[config.mk]
export PLATFORM = sky130hd
export DESIGN_NAME = rf_wr_arbiter
export DESIGN_NICKNAME = d
export VERILOG_FILES = /design/src/rtl/rf_wr_arbiter.sv
export SDC_FILE = /design/constraint.sdc
export NUM_CORES = 1
export LEC_CHECK = 0
export CORE_MARGIN = 3
export CORE_UTILIZATION = 48
export DETAILED_ROUTE_END_ITERATION = 10
export PLACE_DENSITY = 0.82
export REMOVE_ABC_BUFFERS = 1
export SETUP_SLACK_MARGIN = 0.02
export SYNTH_ARGS = -nofsm -noshare
export SYNTH_HDL_FRONTEND = slang
export SYNTH_SLANG_ARGS = --single-unit
[constraint.sdc]
create_clock -name clk -period 3.8 [get_ports clk]
set_input_delay 0.76 -clock clk [delete_from_list [all_inputs] [get_ports clk]]
set_output_delay 0.76 -clock clk [all_outputs]
set_load 0.01 [all_outputs]
[src/rtl/rf_wr_arbiter.sv]
// Round-robin arbiter sharing the register-file write port among NREQ writeback requesters.
// Optional x0 write filter enabled by defining RF_ARB_X0_FILTER_EN.
module rf_wr_arbiter #(
  parameter int DW   = 32,
  parameter int AW   = 5,
  parameter int NREQ = 3
) (
  input  logic                 clk,
  input  logic                 reset,
  input  logic [NREQ-1:0]      req_valid,
  input  logic [NREQ*AW-1:0]   req_addr,
  input  logic [NREQ*DW-1:0]   req_data,
  output logic [NREQ-1:0]      req_ready,
  input  logic                 wr_stall,
  output logic                 wr,
  output logic [AW-1:0]        waddr,
  output logic [DW-1:0]        wdata,
  output logic                 busy
);

  localparam int PW = (NREQ > 1) ? $clog2(NREQ) : 1;

  logic [PW-1:0]   ptr_q, ptr_d;
  logic [PW-1:0]   gnt_idx;
  logic [NREQ-1:0] gnt;
  logic            gnt_any;
  logic            x0_hit;
  logic            wr_d;
  logic [AW-1:0]   sel_addr;
  logic [DW-1:0]   sel_data;
  logic            wr_q;
  logic [AW-1:0]   waddr_q;
  logic [DW-1:0]   wdata_q;
  int              scan_idx;

  always_comb begin
    gnt      = '0;
    gnt_idx  = '0;
    gnt_any  = 1'b0;
    x0_hit   = 1'b0;
    sel_addr = '0;
    sel_data = '0;
    scan_idx = 0;
    if (!wr_stall && !reset) begin
`ifdef RF_ARB_X0_FILTER_EN
      // x0 writes are swallowed ahead of the rotation, lowest index first
      for (int i = 0; i < NREQ; i++) begin
        if (!gnt_any && req_valid[i] && (req_addr[i*AW +: AW] == '0)) begin
          gnt_any = 1'b1;
          x0_hit  = 1'b1;
          gnt_idx = PW'(i);
        end
      end
`endif
      for (int k = 0; k < NREQ; k++) begin
        scan_idx = int'(ptr_q) + k;
        if (scan_idx >= NREQ) scan_idx = scan_idx - NREQ;
        if (!gnt_any && req_valid[scan_idx]) begin
          gnt_any  = 1'b1;
          gnt_idx  = PW'(scan_idx);
          sel_addr = req_addr[scan_idx*AW +: AW];
          sel_data = req_data[scan_idx*DW +: DW];
        end
      end
    end
    if (gnt_any) gnt[gnt_idx] = 1'b1;
  end

  assign wr_d  = gnt_any && !x0_hit;
  assign ptr_d = (gnt_idx == PW'(NREQ-1)) ? '0 : gnt_idx + 1'b1;

  always_ff @(posedge clk) begin
    if (reset) begin
      wr_q    <= 1'b0;
      waddr_q <= '0;
      wdata_q <= '0;
      ptr_q   <= '0;
    end else begin
      wr_q <= wr_d;
      if (wr_d) begin
        waddr_q <= sel_addr;
        wdata_q <= sel_data;
        ptr_q   <= ptr_d;
      end
    end
  end

  assign req_ready = gnt;
  assign wr        = wr_q;
  assign waddr     = waddr_q;
  assign wdata     = wdata_q;
  assign busy      = (|req_valid) | wr_q;

endmodule

==> impl_metrics.ini <==
[status]
status = finished clean

[cells_and_area]
nNetsFinal = 850
num_antenna_cells = 0
final_cells = 859
area_growth_pct = 32.72
final_layout_size_suffix_gt1_frac = 0.1556

[setup_path]
reg2reg_from = ptr_q[1]
crit_chain = clkdlybuf4s50_1 -> or3b_1 -> a21boi_1 -> o21ai_1 -> a221oi_2 -> nor2_1 -> clkdlybuf4s50_1
reg2regPathDepth = 8
critPathKind = input pin to output port
crit_fanout = 9
worstReg2RegEnd = wdata[10]
crit_slowest_cell = clkdlybuf4s50_1
cpLargestDelayFamily = buffers and inverters
path_buf_inv = 2
required_ns = 3.04
setup.worst_path.start = req_valid[1]
slowest_delay_ns = 0.54
critPathCaptureType = output port
path_common_cell = clkdlybuf4s50_1
r2r_setup_slack_ns = 0.57
startpoint_type = input pin
cp.arrival_ns = 2.92

[cts]
cts_tree = built
ctsLongestPathBuffers = 2
cts_root_buf = clkbuf_8
h-tree-depth = 2
insertion_delay_ns = 0.30
cts.sink_count = 40
clk_pin_slew_ns = 0.09
cts_buffers = 5
postCtsHoldBufs = 0

[place]
dpl.cell_count = 850
dp_hpwl_mm = 11.43
io_buffers = 158
globalplace.congestion = 0.8899
place_ws_ns = 0.1422

[grt]
grt-ovfl-total = 0
grt_use_total = 0.2894
antenna_found_initial = 0
grt_pass1_wl_mm = 27.88
grt_start_max_net_pins = 76
grt_pass1_vias = 5689

[hold_path]
min-delay-start = wdata[24]
whs_endpoint = wdata[24]
worst_hold_path_type = flop to flop
whs_path_depth = 2

[synth]
synth_common_cells = 71 x mux2_2, 65 x a22o_1, 50 x nand2_1, 41 x o21ai_0
synthArstFlopShare = 0
synth.largest_area_cell = dfxtp_1
yosysMostFrequentCell = mux2_2
syn_area_per_cell_um2 = 8.258
synth_area_leaders = dfxtp_1 16%, mux2_2 16%, a22o_1 11%
synth_edf_count = 0
ys_warn_count = 0
synthDistinctLibCells = 55
yosysSeqAreaShare = 0.1577
ys_ff_latch = 40
synthesis.instances = 615
synth_ff_type = dfxtp_1
synth.cell_area_mm2 = 0.005079
synth_top_area_frac = 0.1577

[die]
core-area_mm2 = 0.01004
io_pins = 159
dieArea_mm2 = 0.01185
die_x_um = 108.9
rows = 36
die_h_um = 108.9
start_util = 0.5056

[routing]
drc = 0
routed_via_density = 6.686
dr.pass1.iters = 5
drt_iter0_drc = 382
wl_per_cell_um = 20.74
ant_nets = 0
finalWirelength_mm = 17.81
via_count = 5743

[timing]
setup_tns_ns = 0
timing.final.crit_share = 0.9697
rsz0062_at_grt = yes
final.min_clock_period_ns = 3.685
worst_pin_slew_ns = 1.023
setup_viol = 0
finalWorstSetupSlack_ns = 0.1152
finalHoldViolCount = 0
relSlewSlack = 0.3166
clock_skew_ns = 0.006584
max_freq_ghz = 0.2714
slew_violations = 0

[flow_run]
max_cap_violations = 0

[power_and_ir_drop]
ir_drop_mv = 0.1736
leakagePower_nw = 2.320
power_density_mw_per_mm2 = 308.4
[metrics by stage]
| step | power, mW | hold WS (ns) | util | cell area, um^2 |
|---|---|---|---|---|
| finish | 2.079 | 0.4952 | 0.6710 | 6740 |
| global route | 2.203 | 0.5128 | 0.6710 | 6740 |
| CTS | 2.065 | 0.4948 | 0.6697 | 6726 |
| detailed placement | 1.699 | 0.4775 | 0.6589 | 6619 |
| global placement | 1.670 | 0.4734 | 0.6589 | 6619 |
| floorplan | 1.237 | 0.4907 | - | 4676 |
[metal layers]
metal  GRT usage  share of wire  vias up
li1            -              -     2628
met1      0.3928           0.42     2736
met2      0.4636           0.47      349
met3     0.05210          0.096       30
met4     0.09288          0.016        0
met5           0              0        -
[worst reg2reg max path: stages, from the launching register on]
cell and delay (ns):
dfxtp_1 0.39, inv_1 0.18, ha_4 0.29, buf_4 0.53, buf_4 0.64, mux2_2 0.44, a22o_1 0.19, a221oi_1 0.29
o31ai_1 0.13
[timing repair]
action	in CTS	in global routing
endpoints found under the setup margin	0	2
setup buffers	0	1
resized for setup	0	1
[layout make-up]
class,count,area (um^2)
clock buffers,6,72.57
clock inverters,2,35.03
fillers,814,3304
inverters,11,41.29
multi-input cells,491,3901
flip-flops and latches,40,800.8
well taps,133,166.4
repair buffers,176,1723
[logic make-up (layout without fill, tap and decap cells)]
family | count (synthesis) | after routing | synth area share
buffers and inverters | 84 | 195 | 0.08746
flip-flops | 40 | 40 | 0.1577
multiplexers | 111 | 111 | 0.2387
XOR/XNOR | 1 | 1 | 0.001725
AND/OR/NAND/NOR | 124 | 124 | 0.1338
adder cells (fa/ha/maj) | 8 | 8 | 0.02119
AO/OA/AOI/OAI | 247 | 247 | 0.3594
[layout by cell type (no fill, tap or decap), types with 2 or more instances in the layout]
master / Yosys / layout
o31ai_1: 35 / 35
nand2_1: 50 / 50
a2111oi_2: 2 / 2
clkbuf_8: 0 / 5
a22oi_1: 5 / 5
mux2i_1: 39 / 39
buf_4: 8 / 17
o21ai_0: 41 / 41
a211oi_1: 2 / 2
clkdlybuf4s50_1: 0 / 157
nor2_1: 8 / 8
dfxtp_1: 40 / 40
nor2b_1: 5 / 4
inv_1: 10 / 10
a22o_1: 65 / 65
a221oi_1: 34 / 34
nand3_1: 3 / 2
ha_4: 0 / 3
and4b_1: 2 / 2
o21a_1: 2 / 2
nand2b_1: 4 / 4
nor3_1: 8 / 8
mux2_2: 71 / 71
nor2_4: 0 / 2
a21oi_1: 40 / 40
ha_1: 7 / 4
o22ai_1: 2 / 2
nand3b_1: 35 / 35
o2bb2ai_1: 4 / 4
[flip-flops by register name, summed over array words and instances (netlist names)]
| name | flops |
|---|---|
| wr | 1 |
| waddr | 5 |
| ptr_q | 2 |
| wdata | 32 |
[how the worst max path moves through the flow]
stage | end | slack (ns) | cells after the start
6_report | req_ready[0] | 0.12 | 7
5_1_grt | req_ready[0] | 0.008 | 7
4_1_cts | req_ready[2] | 0.13 | 6
3_5_place_dp | req_ready[2] | 0.14 | 6
3_3_place_gp | req_ready[2] | 0.23 | 6
2_1_floorplan | req_ready[0] | -2.17 | 7
[report_power, final]
part	switching, mW	total, mW	internal (mW)
Clock	0.168	0.363	0.195
Combinational	0.602	1.20	0.602
Sequential	0.0357	0.511	0.475
Note: power is estimated with default switching activity, not from simulation.
